<file path="src/rtl/strip_scan_pkg.sv">
// Shared types, default dimensions and sizing helpers for the strip scan sequencer.
package strip_scan_pkg;

  localparam int DEF_IMG_W      = 256;
  localparam int DEF_STRIP_ROWS = 32;
  localparam int DEF_N_STRIPS   = 8;
  localparam int DEF_PIX_W      = 8;

  localparam int ROW_PITCH = DEF_IMG_W + 2;
  localparam int LOAD_N    = ROW_PITCH * (DEF_STRIP_ROWS + 2);
  localparam int SCAN_N    = DEF_IMG_W * DEF_STRIP_ROWS;

  typedef logic [DEF_PIX_W-1:0] pix_t;

  typedef enum logic [2:0] {
    IDLE,
    CLEAR,
    LOAD,
    SCAN,
    DRAIN,
    DONE
  } state_e;

  function automatic int load_n(input int img_w, input int strip_rows);
    return (img_w + 2) * (strip_rows + 2);
  endfunction

  // Counter width that never collapses to zero bits for a count of one.
  function automatic int cw(input int n);
    return (n > 1) ? $clog2(n) : 1;
  endfunction

endpackage

</file>
<file path="src/rtl/strip_scan_ctrl_xy.sv">
// Column/row raster counter with clear, enable and a terminal flag on the last position.
module scan_xy_counter
  import strip_scan_pkg::*;
#(
  parameter int COLS = DEF_IMG_W,
  parameter int ROWS = DEF_STRIP_ROWS,
  localparam int CW  = cw(COLS),
  localparam int RW  = cw(ROWS)
) (
  input  logic          clk,
  input  logic          rst_n,
  input  logic          clr,
  input  logic          en,
  output logic [CW-1:0] col,
  output logic [RW-1:0] row,
  output logic          last
);

  localparam logic [CW-1:0] COL_MAX = CW'(COLS - 1);
  localparam logic [RW-1:0] ROW_MAX = RW'(ROWS - 1);

  logic [CW-1:0] col_q, col_d;
  logic [RW-1:0] row_q, row_d;

  always_comb begin
    col_d = col_q;
    row_d = row_q;
    if (clr) begin
      col_d = '0;
      row_d = '0;
    end else if (en) begin
      if (col_q == COL_MAX) begin
        col_d = '0;
        row_d = (row_q == ROW_MAX) ? '0 : row_q + 1'b1;
      end else begin
        col_d = col_q + 1'b1;
      end
    end
  end

  always_ff @(posedge clk or negedge rst_n) begin
    if (!rst_n) begin
      col_q <= '0;
      row_q <= '0;
    end else begin
      col_q <= col_d;
      row_q <= row_d;
    end
  end

  assign col  = col_q;
  assign row  = row_q;
  assign last = (col_q == COL_MAX) && (row_q == ROW_MAX);

endmodule

</file>
<file path="src/rtl/strip_scan_ctrl.sv">
// Strip memory sequencer: clear, load one padded strip, scan all windows, repeat per strip.
// Optional STRIP_SCAN_COORD_EN adds win_x/win_y frame coordinates of each window.
module strip_scan_ctrl
  import strip_scan_pkg::*;
#(
  parameter int IMG_W      = DEF_IMG_W,
  parameter int STRIP_ROWS = DEF_STRIP_ROWS,
  parameter int N_STRIPS   = DEF_N_STRIPS,
  parameter int PIX_W      = DEF_PIX_W
) (
  input  logic                      clk,
  input  logic                      rst_n,
  input  logic                      start,
  input  logic [PIX_W-1:0]          pix_in,
  input  logic                      pix_in_valid,
  output logic                      pix_in_ready,
  input  logic                      win_ready,
  output logic                      mem_clr_n,
  output logic                      mem_wr,
  output logic [PIX_W-1:0]          mem_pixelw,
  output logic                      mem_rd,
  output logic                      win_valid,
  output logic                      win_last,
  output logic [cw(N_STRIPS)-1:0]   strip_idx,
  output logic                      busy,
  output logic                      done
`ifdef STRIP_SCAN_COORD_EN
  ,
  output logic [cw(IMG_W)-1:0]                 win_x,
  output logic [cw(STRIP_ROWS*N_STRIPS)-1:0]   win_y
`endif
);

  localparam int LOAD_TOTAL = load_n(IMG_W, STRIP_ROWS);
  localparam int LOAD_W     = $clog2(LOAD_TOTAL + 1);
  localparam int COL_W      = cw(IMG_W);
  localparam int ROW_W      = cw(STRIP_ROWS);
  localparam int STRIP_W    = cw(N_STRIPS);
  localparam logic [LOAD_W-1:0]  LOAD_LAST  = LOAD_W'(LOAD_TOTAL - 1);
  localparam logic [STRIP_W-1:0] STRIP_LAST = STRIP_W'(N_STRIPS - 1);

  state_e               state_q, state_d;
  logic [LOAD_W-1:0]    load_cnt_q, load_cnt_d;
  logic [STRIP_W-1:0]   strip_q, strip_d;
  logic                 clr_n_q, clr_n_d;
  logic                 ready_q, ready_d;
  logic                 scan_q, scan_d;
  logic                 busy_q, busy_d;
  logic                 done_q, done_d;
  logic                 wv_q, wv_d;
  logic                 wl_q, wl_d;

  logic                 fire, rd, xy_last;
  logic [COL_W-1:0]     xy_col;
  logic [ROW_W-1:0]     xy_row;

  assign fire = ready_q & pix_in_valid;
  // Reads follow win_ready directly so a downstream stall freezes the memory in place.
  assign rd   = scan_q & win_ready;

  scan_xy_counter #(
    .COLS (IMG_W),
    .ROWS (STRIP_ROWS)
  ) u_xy (
    .clk   (clk),
    .rst_n (rst_n),
    .clr   (state_q == CLEAR),
    .en    (rd),
    .col   (xy_col),
    .row   (xy_row),
    .last  (xy_last)
  );

  always_comb begin
    state_d    = state_q;
    load_cnt_d = load_cnt_q;
    strip_d    = strip_q;
    wv_d       = rd;
    wl_d       = rd & xy_last;
    case (state_q)
      IDLE: if (start) begin
        state_d = CLEAR;
        strip_d = '0;
      end
      CLEAR: begin
        load_cnt_d = '0;
        state_d    = LOAD;
      end
      LOAD: if (fire) begin
        load_cnt_d = load_cnt_q + 1'b1;
        if (load_cnt_q == LOAD_LAST) state_d = SCAN;
      end
      SCAN: if (rd && xy_last) state_d = DRAIN;
      DRAIN: if (strip_q != STRIP_LAST) begin
        strip_d = strip_q + 1'b1;
        state_d = CLEAR;
      end else begin
        state_d = DONE;
      end
      DONE:    state_d = IDLE;
      default: state_d = IDLE;
    endcase
    clr_n_d = state_d inside {LOAD, SCAN, DRAIN};
    ready_d = (state_d == LOAD);
    scan_d  = (state_d == SCAN);
    busy_d  = (state_d != IDLE);
    done_d  = (state_d == DONE);
  end

  always_ff @(posedge clk or negedge rst_n) begin
    if (!rst_n) begin
      state_q    <= IDLE;
      load_cnt_q <= '0;
      strip_q    <= '0;
      clr_n_q    <= 1'b0;
      ready_q    <= 1'b0;
      scan_q     <= 1'b0;
      busy_q     <= 1'b0;
      done_q     <= 1'b0;
      wv_q       <= 1'b0;
      wl_q       <= 1'b0;
    end else begin
      state_q    <= state_d;
      load_cnt_q <= load_cnt_d;
      strip_q    <= strip_d;
      clr_n_q    <= clr_n_d;
      ready_q    <= ready_d;
      scan_q     <= scan_d;
      busy_q     <= busy_d;
      done_q     <= done_d;
      wv_q       <= wv_d;
      wl_q       <= wl_d;
    end
  end

  assign pix_in_ready = ready_q;
  assign mem_clr_n    = clr_n_q;
  assign mem_wr       = fire;
  assign mem_pixelw   = pix_in;
  assign mem_rd       = rd;
  assign win_valid    = wv_q;
  assign win_last     = wl_q;
  assign strip_idx    = strip_q;
  assign busy         = busy_q;
  assign done         = done_q;

`ifdef STRIP_SCAN_COORD_EN
  localparam int Y_W = cw(STRIP_ROWS * N_STRIPS);

  logic [COL_W-1:0] win_x_q, win_x_d;
  logic [Y_W-1:0]   win_y_q, win_y_d;

  always_comb begin
    win_x_d = win_x_q;
    win_y_d = win_y_q;
    if (rd) begin
      win_x_d = xy_col;
      win_y_d = Y_W'(int'(strip_q) * STRIP_ROWS + int'(xy_row));
    end
  end

  always_ff @(posedge clk or negedge rst_n) begin
    if (!rst_n) begin
      win_x_q <= '0;
      win_y_q <= '0;
    end else begin
      win_x_q <= win_x_d;
      win_y_q <= win_y_d;
    end
  end

  assign win_x = win_x_q;
  assign win_y = win_y_q;
`else
  logic unused_xy;
  assign unused_xy = ^{xy_col, xy_row};
`endif

endmodule

</file>
<file path="config.mk">
export PLATFORM = sky130hd
export DESIGN_NAME = strip_scan_ctrl
export DESIGN_NICKNAME = d
export VERILOG_FILES = /design/src/rtl/strip_scan_pkg.sv /design/src/rtl/strip_scan_ctrl_xy.sv /design/src/rtl/strip_scan_ctrl.sv
export SDC_FILE = /design/constraint.sdc
export NUM_CORES = 1
export LEC_CHECK = 0
export BUFFER_PORTS_ARGS = -buffer_cell sky130_fd_sc_hd__buf_2
export CAP_MARGIN = 30
export CORE_MARGIN = 2
export CORE_UTILIZATION = 47
export CTS_BUF_LIST = sky130_fd_sc_hd__clkbuf_8
export CTS_CLUSTER_SIZE = 20
export DETAILED_ROUTE_END_ITERATION = 16
export PLACE_DENSITY_LB_ADDON = 0.3
export SYNTH_ARGS = -nofsm -noshare
export SYNTH_HDL_FRONTEND = slang
export SYNTH_SLANG_ARGS = --single-unit
</file>
<file path="constraint.sdc">
create_clock -name clk -period 6.2 [get_ports clk]
set_clock_uncertainty 0.2 [all_clocks]
set_input_delay 0.93 -clock clk [delete_from_list [all_inputs] [get_ports clk]]
set_output_delay 0.93 -clock clk [all_outputs]
set_load 0.02 [all_outputs]
</file>
==> results of run 1 <==
-- power by group through the flow --
| stage | Clock, mW | Combinational (mW) | Sequential [mW] |
|---|---|---|---|
| floorplan | 0 | 0.0438 | 0.300 |
| global route | 0.231 | 0.0573 | 0.306 |
| detailed placement | 0 | 0.0498 | 0.306 |
| global placement | 0 | 0.0479 | 0.307 |
| CTS | 0.220 | 0.0494 | 0.302 |
| finish | 0.217 | 0.0487 | 0.302 |
-- area by class of cell --
cell class                 count  area (µm²)
clock inverter                 3        42.5
multi-input combinational    152         992
sequential                    40        1000
clock buffer                   5        68.8
timing repair buffer          16        82.6
inverter                       8        30.0
fill                         399        2070
tap                           52        65.1
-- layer usage --
| metal | up-vias | share of wire | track usage |
|---|---|---|---|
| met5 | - | 0 | 0 |
| met3 | 8 | 0.036 | 0.0408 |
| met4 | 0 | 0.021 | 0.0922 |
| met1 | 752 | 0.48 | 0.236 |
| li1 | 779 | - | - |
| met2 | 25 | 0.46 | 0.276 |
-- registers in the layout (all words and copies together) (netlist names) --
signal / cells
load_cnt_q: 14
u_xy.col: 8
u_xy.row: 5
state_q: 3
strip_idx: 3
busy: 1
done: 1
mem_clr_n: 1
pix_in_ready: 1
scan_q: 1
win_last: 1
win_valid: 1
-- Yosys cell counts (4+ instances only) --
cell type  instances  share of area
a21oi_1            8          0.019
and3_1             5          0.015
buf_4              8          0.028
dfrtp_1           40           0.47
ha_1               6          0.035
inv_1              8          0.014
nand2_1           16          0.028
nand3_1            9          0.021
nand4_1            4          0.012
nor2_1            21          0.037
nor3_1             6          0.014
nor4_1             6          0.018
o21ai_0           10          0.024
xnor2_1            8          0.033
xor2_1             7          0.029
-- worst min path at each step --
stage | startpoint | end | slack (ns) | cells after the start
5_1_grt | u_xy.row[4] | u_xy.row[4] | 0.34 | 1
3_3_place_gp | u_xy.row[4] | u_xy.row[4] | 0.30 | 1
2_1_floorplan | u_xy.row[4] | u_xy.row[4] | 0.29 | 1
3_5_place_dp | u_xy.row[4] | u_xy.row[4] | 0.31 | 1
4_1_cts | u_xy.row[4] | u_xy.row[4] | 0.32 | 1
6_report | u_xy.row[4] | u_xy.row[4] | 0.32 | 1
-- logic make-up (layout without fill, tap and decap cells) --
logic type	count (synthesis)	count (layout)	share of synthesized area
AND/OR/NAND/NOR	87	87	0.223
flip-flops	40	40	0.471
XOR/XNOR	15	15	0.0619
adder cells (fa/ha/maj)	6	6	0.0354
buffers and inverters	23	32	0.0636
AO/OA/AOI/OAI	40	40	0.125
multiplexers	4	4	0.0200
==> metrics list, run 1 <==
* Maximum frequency from static timing analysis: 384 MHz
- Of the total power, the share spent switching nets is 0.261.
- Global routing finished with a remaining overflow of 0.
- CTS placed an instance of clkbuf_8 at the clock tree root.
* Final setup slack of the worst path: 3.59 ns
* Starting density of the core: 0.488
- In this run the remaining antenna-violating nets after routing total 0.
* Start-to-end type of the worst setup path: input pin to output port
- After floorplanning, the core was divided into 24 placement rows.
* Setup bufs post-CTS: 0
* Sum of negative setup slack: 0 ns
- Synthesis inferred 40 register bits.
- Number of antenna violations at the first check in global routing: 0
* Leakage: 0.998 nW
- The critical path runs through a total of 4 cells.
- The share of total power dissipated in combinational logic is 0.086.
- Leading cell types in the layout, fill and taps excluded: dfrtp_1 (40), nor2_1 (21), nand2_1 (16), buf_2 (15), o21ai_0 (10)
- Worst setup path endpoint: mem_rd
* Routed vias/inst: 5.67
- Across every metal layer, demand over resource in global routing totals 0.178.
- Overall die area: 5070 µm²
- TritonCTS built the clock tree.
* Reg2Reg Capture Point: load_cnt_q[9]
- Chip height: 71.2 µm
- Entering global routing, the biggest net connects 41 pins.
* CP dominant cell by count: buf_2
- The critical path contains buffers and inverters numbering 3 combined.
* Chip Width: 71.2 µm
* Global placer's final weighted congestion: 0.847
- Counting cells, the worst reg-to-reg path comes to 4.
- The flow ran to the end, and the final reports show no timing, DRC or antenna violations.
- Number of placed instances with taps included: 268
- STA classifies the critical path endpoint as an output port.
* Worst path max stage delay: 0.20 ns
- At the worst endpoint, the arrival time is 1.48 ns.
- RSZ-0062 raised after global routing: false
- Counting every net in the synthesized netlist gives 234.
* Total power draw: 0.568 mW
* Highest net fanout along the worst path: 8
- Cell Count, Final, Fillers Out: 276
- The detailed router placed 1564 vias in this run.
- 32 I/O pins were placed.
* Detailed-placement wirelength estimate: 2900 µm
- In this run the critical register-to-register path is launched from state_q[1].
- The average instance in the mapped netlist occupies 9.88 µm².
* Clock buffers created by TritonCTS: 5
* Nature of the critical path startpoint: input pin
* Hold WC Path Type: flop to flop
- Switch Pwr: 0.148 mW
- Top_reg_cell synth: dfrtp_1
- Number of antenna repair diodes: 0
- Cell internal power was estimated by the tool at 0.419 mW.
- Once layout is done, the placed cells without fillers occupy 2280 µm².
* Cell chain of the critical path: buf_2 > nand2_1 > inv_1 > buf_2
- Sinks on Clock Net: 40
* EDFF count, synth: 0
- The first TritonRoute pass finished after 4 iterations.
* Clk slew on worst S/H paths: 0.08 ns
- Slowest cell on crit path: buf_2
- In this run the register-to-register setup slack is 3.99 ns.
- Synthesis-to-layout area growth: 7.48%
- Peak ir drop on the vdd network: 0.130 mV
* Global-route wire length before repair: 7010 µm
- Final Critical Period: 2.61 ns
- Clock latency on the worst-skew pair, taken at its later pin, is 0.30 ns.
- Pre-CTS worst setup slack: 3.59 ns
- Across the run, the number of max-cap violations was 0.
* Number of slew-limit violations in the final report: 0
- The final number of hold-violating endpoints is 0.
* Number of design rule violations left after detail routing: 0
- Data on the critical path is required at its endpoint by 5.07 ns.
* Routed Wire Length: 4060 µm
* Slew at the pin closest to its max-slew limit: 0.871 ns
- Fraction of registers with async set/reset: 1.00
* Count of H-tree levels built during CTS: 2
- Maximum buffer depth of the clock tree: 2
- Share of the core filled with cells in the final layout: 0.524
- Number of setup violations in the final report: 0
- Post-detailed-route wirelength per cell: 14.7 µm
* Synthesis warning total: 0
- The tightest hold path in the finished design has a slack of 0.324 ns.
- After synthesis, the netlist uses 49 different library cells.
- Summing every instance area after synthesis gives 2120 µm².
* Post-Synthesis Cells: 215
- Leaving out fill and tap cells, the most frequent cell in the layout is dfrtp_1.
* Post-CTS Hold Buffers: 0
* CTS resizes: 0
- Of the available clock period, the critical path in the final layout requires 0.420.
- In this run, the number of DRC markers left after iteration 0 of detailed routing was 45.
* Via count of the first global-routing pass: 1535
* Proportion of synthesized chip area in sequential cells: 0.471
* Core region area: 4350 µm²
- Power spread over the standard cell area amounts to 249 nW/µm².
- Remaining max-slew budget at the tightest pin: 0.419
- Input/output buffers: 15
- The cell family contributing the most delay on the critical path is buffers and inverters.
- Net count, final: 242
- Sequential group share of total power: 0.532
- In this run the worst setup path begins at win_ready.
- Of the total power, the clock network draws 0.382.
* Cell area after placement: 2170 µm²
* Ratio of cells with drive above 1 in the final layout: 0.138
(Power assumes the default switching activity.)
==> run 2, diff against run 1 <==
Clock period 6.2 ns to 2.7 ns, I/O delays scaled along.
==> run 2 against run 1 <==
  * Sequential power up 130%
  * Non-clock buffer count up 1
  * Sequential cell count did not move
  * Utilization down 0.32 points
  * Critical path depth stayed put
  * Register-to-register slack worse by 3.4 ns
  * Sequential share of layout area rose by 0.27 points
  * Wire length shrank 2.3%
  * Critical path type is now flop to flop
==> metrics list, run 2 (same netlist as run 1, synthesis figures left out) <==
- Maximum frequency from static timing analysis: 468 MHz
- The flip-flop count of the largest register, all copies and words added was 14 (unchanged).
* Uppermost layer routed: met4
- Overall die area: 5070 µm² (unchanged)
* Post-detailed-route wirelength per cell: 14.3 µm (-2.6%)
- Antenna-violating nets left: 0 (unchanged)
- The post-route standard cell area excluding fillers was 2270 µm² (-0.60%).
- The peak ir drop on the vdd network was 0.239 mV (+84%).
* Total power draw: 1.20 mW (+110%)
* Sinks on Clock Net: 40 (unchanged)
* Input/output buffers: 15 (unchanged)
- Total of max-cap violations: 0 (unchanged)
- Start-to-end type of the worst setup path: flop to flop
- Required time worst endpoint: 2.72 ns (-2.35 ns)
- Cell area after placement: 2180 µm² (+0.35%)
- The clock transition at the registers of the reported paths was 0.08 ns (about the same).
- Detailed-placement wirelength estimate: 2760 µm (-4.8%)
- Global-route usage over all layers: 0.172 (-0.00664)
- Number of slew-limit violations in the final report: 0 (unchanged)
- The number of placement rows is 24 (unchanged).
- Final Critical Period: 2.14 ns
* Hold WC Path Type: input pin to asynchronous set/reset pin
- Nature of the critical path startpoint: flop
- Pwr Density: 528 nW/µm² (+110%)
- The number of endpoints failing setup at the final stage was 0 (unchanged).
- The number of detailed-route iterations in the first pass is 4 (unchanged).
- Relative to the synthesized area, the layout overhead comes to 6.84%.
- Slowest cell on crit path: dfrtp_1
* Setup bufs post-CTS: 0 (unchanged)
- Chip height: 71.2 µm (unchanged)
* Number of design rule violations left after detail routing: 0 (unchanged)
- Setup repair after global routing left no endpoint under its margin.
- The stage delay of the slowest cell on the critical path was 0.51 ns (+0.31 ns).
* Data arrival time of the critical path: 2.16 ns (+0.68 ns)
- Routed Wire Length: 3970 µm (-2.3%)
- Capturing element type of the critical path: flop
- Cell chain of the critical path: nand2b_1 > a211o_1 > or4_4 > a21oi_2
* Clk Tree Root Cell: clkbuf_8
* Number of antenna repair diodes: 0 (unchanged)
- Latest clock arrival within the worst-skew pair: 0.29 ns (about the same)
* Leading cell types in the layout, fill and taps excluded: dfrtp_1 (40), nor2_1 (21), nand2_1 (16), buf_2 (15)
* Routed vias/inst: 5.62 (-0.87%)
- Maximum number of pins on one net before global-route repair: 41 (unchanged)
* Sum of negative setup slack: 0 ns (unchanged)
- Global placer's final weighted congestion: 0.848 (about the same)
- Maximum buffer depth of the clock tree: 2 (unchanged)
* Slew at the pin closest to its max-slew limit: 0.883 ns (+0.0113 ns)
* Leakage: 1.00 nW (+0.51%)
- Chip Width: 71.2 µm (unchanged)
- Clock buffers created by TritonCTS: 5 (unchanged)
- The number of antenna violations at the first check in global routing is 0 (unchanged).
* Starting density of the core: 0.488 (unchanged)
- CTS tree: built
* Count of H-tree levels built during CTS: 2 (unchanged)
- Remaining max-slew budget at the tightest pin: 0.412 (-0.00750)
* Starting DRT DRC Count: 108 (+140%)
- Hold Fails Final Rpt: 0 (unchanged)
* Global route overflow: 0 (unchanged)
* Crit share post-route: 0.791
* Overall via count from detail_route: 1556 (-0.51%)
- The hold-fix buffer count after cts was 0 (unchanged).
* Result of the run: completed
* Routed length on met1: 1970 µm (+1.2%)
* Core region area: 4350 µm² (unchanged)
* Highest net fanout along the worst path: 10 (+2)
- The post-cts resize count was 0 (unchanged).
- load_cnt_q holds more flip-flops than any other register.
- Net count, final: 243 (+0.41%)
- The number of buffer and inverter instances along the worst setup path is 0 (-3).
- The worst hold slack across all endpoints is 0.0254 ns (-0.299 ns).
* Global-route wire length before repair: 6850 µm (-2.3%)
- Via count of the first global-routing pass: 1467 (-4.4%)
- The library cell used most frequently in the layout, excluding fill and tap cells, is dfrtp_1.
- The total I/O pin count is 32 (unchanged).
* Crit-path leading delay family: simple AND/OR/NAND/NOR gates
- Ratio of cells with drive above 1 in the final layout: 0.133 (-0.00506)
- Amount of wire on met2 after detailed routing: 1740 µm (-7.3%)
* Sum of met3 wire segment lengths after detailed routing: 223 µm (+53%)
==> run 2: power by group <==
| part | leakage [nW] | internal [mW] | total, mW | switching, mW |
|---|---|---|---|---|
| logic | 0.438 | 0.0527 | 0.111 | 0.0581 |
| clock network | 0.0538 | 0.201 | 0.395 | 0.194 |
| registers | 0.511 | 0.637 | 0.693 | 0.0558 |
| total | 1.00 | 0.891 | 1.20 | 0.308 |
==> run 2: worst reg2reg max path, cell delays in order (launching register included) <==
cell	delay [ns]
dfrtp_1	0.51
nand2b_1	0.34
a211o_1	0.39
or4_4	0.50
a21oi_2	0.14
==> run 2: cell type report <==
cell class	count	area (µm²)
clock buffer	6	82.6
clock inverter	2	7.51
fill	388	2090
inverter	8	30.0
multi-input combinational	152	992
sequential	40	1000
tap	52	65.1
timing repair buffer	17	90.1
==> run 2: worst paths after layout <==
path                             start       endpoint  slack [ns]  depth (start not counted)
min in group clk                 start           busy        0.22                          3
max reg2reg                 state_q[1]  load_cnt_q[9]        0.56                          4
min reg2reg                u_xy.row[4]    u_xy.row[4]        0.32                          1
max                         state_q[1]  load_cnt_q[9]        0.56                          4
max in group asynchronous        rst_n  load_cnt_q[8]        1.71                          1
min                              rst_n    u_xy.row[4]        0.03                          1
==> run 2: per-layer routing <==
metal,up-vias,GRT usage
li1,780,-
met2,45,0.244
met1,727,0.259
met4,0,0.0608
met5,-,0
met3,4,0.0394
==> run 2: stage by stage <==
step	std cells	util	worst slack, ns
2_1_floorplan	215	-	0.754
3_3_place_gp	269	0.500	0.611
3_5_place_dp	269	0.500	0.567
4_1_cts	277	0.521	0.567
5_1_grt	277	0.521	0.463
6_report	277	0.521	0.563
==> run 3, diff against run 2 <==
Settings changed: ABC_AREA set to 1.
Clock period 2.7 ns to 2.2 ns, I/O delays scaled along.
==> run 3 against run 2 <==
  * Fmax rose by 7.6%
  * Cell area is 9.7% higher
  * Synthesized cell count is 35% higher
  * Non-clock buffer count grew 1
==> metrics list, run 3 <==
* Total power draw: 2.20 mW (+83%)
- Number of flip-flops under the largest register name: 14 (unchanged)
- The part of the cycle the worst path needs is 0.903 (+0.111).
* Hold WC Path Type: input pin to flop
- The first-pass GRT wire length was 7380 µm (+7.8%).
* Netlist cell types: 30 (-39%)
- Remaining max-slew budget at the tightest pin: 0.720 (+0.308)
- The via count of the first global-routing pass is 1664 (+13%).
* Synthesis warning total: 0 (unchanged)
- The CTS buffer count came to 5 (unchanged).
- Number of slew-limit violations in the final report: 0 (unchanged)
- Cell Rows: 25 (+4.2%)
- The number of antenna diodes came to 0 (unchanged).
- Clk Tree Root Cell: clkbuf_8
- The sink count of the clock tree came to 40 (unchanged).
- Post-Synthesis Cells: 291 (+35%)
- Fraction of post-synthesis cell area in the top cell type by area: 0.437 (-0.0347)
- Global-route usage over all layers: 0.179 (+0.00747)
* Capturing element type of the critical path: flop
- Largest register by flop count: load_cnt_q
- The clock transition at the registers of the reported paths was 0.08 ns (about the same).
- Sum of negative setup slack: 0 ns (unchanged)
- The violation count after the first detailed-routing iteration came to 118 (+9.3%).
- The overall die height was 73.8 µm (+3.7%).
- CTS tree: built
* Proportion of synthesized chip area in sequential cells: 0.437 (-0.0347)
- Global route overflow: 0 (unchanged)
* Slew at the pin closest to its max-slew limit: 0.417 ns (-0.465 ns)
* Detailed Routing Iterations Pass 1: 4 (unchanged)
- Tightest hold margin: 0.185 ns (+0.159 ns)
* Number of antenna violations at the first check in global routing: 0 (unchanged)
* Share of the core filled with cells in the final layout: 0.527 (+0.00591)
- The x dimension of the die is 73.8 µm (+3.7%).
* Overall die area: 5450 µm² (+7.5%)
- Antenna-violating nets left: 0 (unchanged)
* Highest net fanout along the worst path: 4 (-6)
- Number of setup violations in the final report: 0 (unchanged)
- Most repeated cell in the gate-level netlist after synthesis: nand2_1
- The total wirelength of the detailed-routed design was 4300 µm (+8.4%).
* Top_reg_cell synth: dfrtp_1
- The flow ran to the end, and the final reports show no timing, DRC or antenna violations.
- The placement-stage worst setup slack is 0.216 ns (-0.350 ns).
- The required arrival time at the worst endpoint is 2.19 ns (-0.53 ns).
- Peak ir drop on the vdd network: 0.562 mV (+130%)
- The routability-driven placement congestion ratio came to 0.867 (+2.2%).
* EDFF count, synth: 0 (unchanged)
- Routed vias/inst: 4.94 (-12%)
- Synthesis-to-layout area growth: 8.57%
- Biggest area consumer among synthesized cells: dfrtp_1
- The maximum count of clock buffers along a single path was 2 (unchanged).
* Start-to-end type of the worst setup path: flop to flop
- Maximum frequency from static timing analysis: 504 MHz (+7.6%)
- The cell leakage power was 1.28 nW (+28%).
- The number of levels in the clock H-tree came to 2 (unchanged).
* Pwr Density: 883 nW/µm² (+67%)
- Final setup slack of the worst path: 0.214 ns (-0.349 ns)
- Input/output buffers: 15 (unchanged)
- Data arrival time of the critical path: 1.98 ns (-0.18 ns)
- Most instantiated cells after synthesis: nand2_1 (82), dfrtp_1 (40), inv_1 (33), nor2_1 (33), nand3_1 (23)
* Most common cell after layout, fill and taps aside: nand2_1
- The total I/O pin count came to 32 (unchanged).
- The total via count in the routed design was 1849 (+19%).
* Final Critical Period: 1.99 ns (-0.151 ns)
* Leading cell types in the layout, fill and taps excluded: nand2_1 (82), dfrtp_1 (40), inv_1 (34), nor2_1 (33), nand3_1 (23)
- Cell area after synthesis: 2290 µm² (+8.0%)
* Latest clock arrival within the worst-skew pair: 0.29 ns (about the same)
- The initial core utilization came to 0.485 (-0.00235).
- Net count, final: 325 (+34%)
* Worst setup slack for register-to-register paths: 0.21 ns (-0.35 ns)
- Register bit total from synthesis: 40 (unchanged)
- Post-detailed-route wirelength per cell: 11.5 µm (-20%)
* Core region area: 4720 µm² (+8.5%)
- Fraction of registers with async set/reset: 1.00 (unchanged)
* Most area-consuming cells after synthesis: dfrtp_1 (44%), nand2_1 (13%), inv_1 (5.4%)
* Synth Area per Inst: 7.88 µm² (-20%)
* Ratio of cells with drive above 1 in the final layout: 0.160 (+0.0263)
* Total of max-cap violations: 0 (unchanged)
- The post-detailed-route DRC marker count was 0 (unchanged).
* # fillers: 450 (+16%)
* Nature of the critical path startpoint: flop
- Setup repair after global routing left no endpoint under its margin.
- The final number of hold-violating endpoints is 0 (unchanged).
- Detailed-placement wirelength estimate: 3190 µm (+16%)
* Maximum number of pins on one net before global-route repair: 41 (unchanged)
* Number of nets in the synthesized netlist: 310 (+32%)
-- run 3: metrics by stage --
stage          std cells  area, µm²
6_report             374       2490
3_3_place_gp         364       2380
3_5_place_dp         364       2380
2_1_floorplan        291       2290
5_1_grt              374       2490
4_1_cts              373       2480
-- run 3: timing repair --
action / 4_1_cts / 5_1_grt
hold endpoints to repair: 40 / 0
hold buffers: 1 / 0
gates resized for setup: 0 / 1
setup buffers: 0 / 1
endpoints found under the setup margin: 0 / 1
-- run 3: final timing paths --
| path | start | endpoint | cells after the start |
|---|---|---|---|
| max in group asynchronous | rst_n | load_cnt_q[11] | 3 |
| min in group asynchronous | rst_n | load_cnt_q[12] | 3 |
| hold / removal | start | state_q[0] | 3 |
| setup / recovery | u_xy.row[0] | busy | 11 |
| hold reg to reg | u_xy.col[6] | u_xy.col[6] | 1 |
| setup reg to reg | u_xy.row[0] | busy | 11 |
-- run 3: area by class of cell --
type,instances,area [µm²],share of cell area
Inverter,39,151,0.0608
Multi-Input combinational cell,202,1050,0.422
Clock buffer,5,68.8,0.0277
Sequential cell,40,1000,0.402
Timing Repair Buffer,18,113,0.0452
Tap cell,67,83.8,0.0337
Clock inverter,3,20.0,0.00804
-- run 3: kinds of logic (layout without fill, tap and decap cells) --
| family | Yosys count | count (layout) | share of synthesized area |
|---|---|---|---|
| mux | 1 | 1 | 0.00437 |
| buf+inv | 49 | 65 | 0.106 |
| flops | 40 | 40 | 0.437 |
| xor+xnor | 1 | 1 | 0.00382 |
| compound gates | 22 | 22 | 0.0628 |
| simple gates | 172 | 172 | 0.354 |
| fa+ha+maj | 6 | 6 | 0.0328 |
-- run 3: where the power goes --
| group | switching, mW | total, mW | internal (mW) |
|---|---|---|---|
| sequential | 0.105 | 0.962 | 0.857 |
| clock | 0.262 | 0.483 | 0.221 |
| combinational | 0.513 | 0.753 | 0.239 |
| total | 0.881 | 2.20 | 1.32 |
-- run 3: critical path, stage by stage, from the launching register on --
cell	delay [ns]
dfrtp_1	0.40
ha_1	0.18
inv_1	0.06
nor3_1	0.15
ha_2	0.23
inv_1	0.06
nor2_1	0.10
nand3_1	0.13
nand2_1	0.13
nand3_2	0.10
nor2_1	0.12
nand2_1	0.05
-- run 3: layer usage --
layer / global-route usage / up-vias / wire, µm
li1: - / 960 / -
met1: 0.238 / 852 / 2100
met4: 0.0747 / 0 / 90
met3: 0.0425 / 9 / 132
met5: 0 / - / 0
met2: 0.280 / 28 / 1970
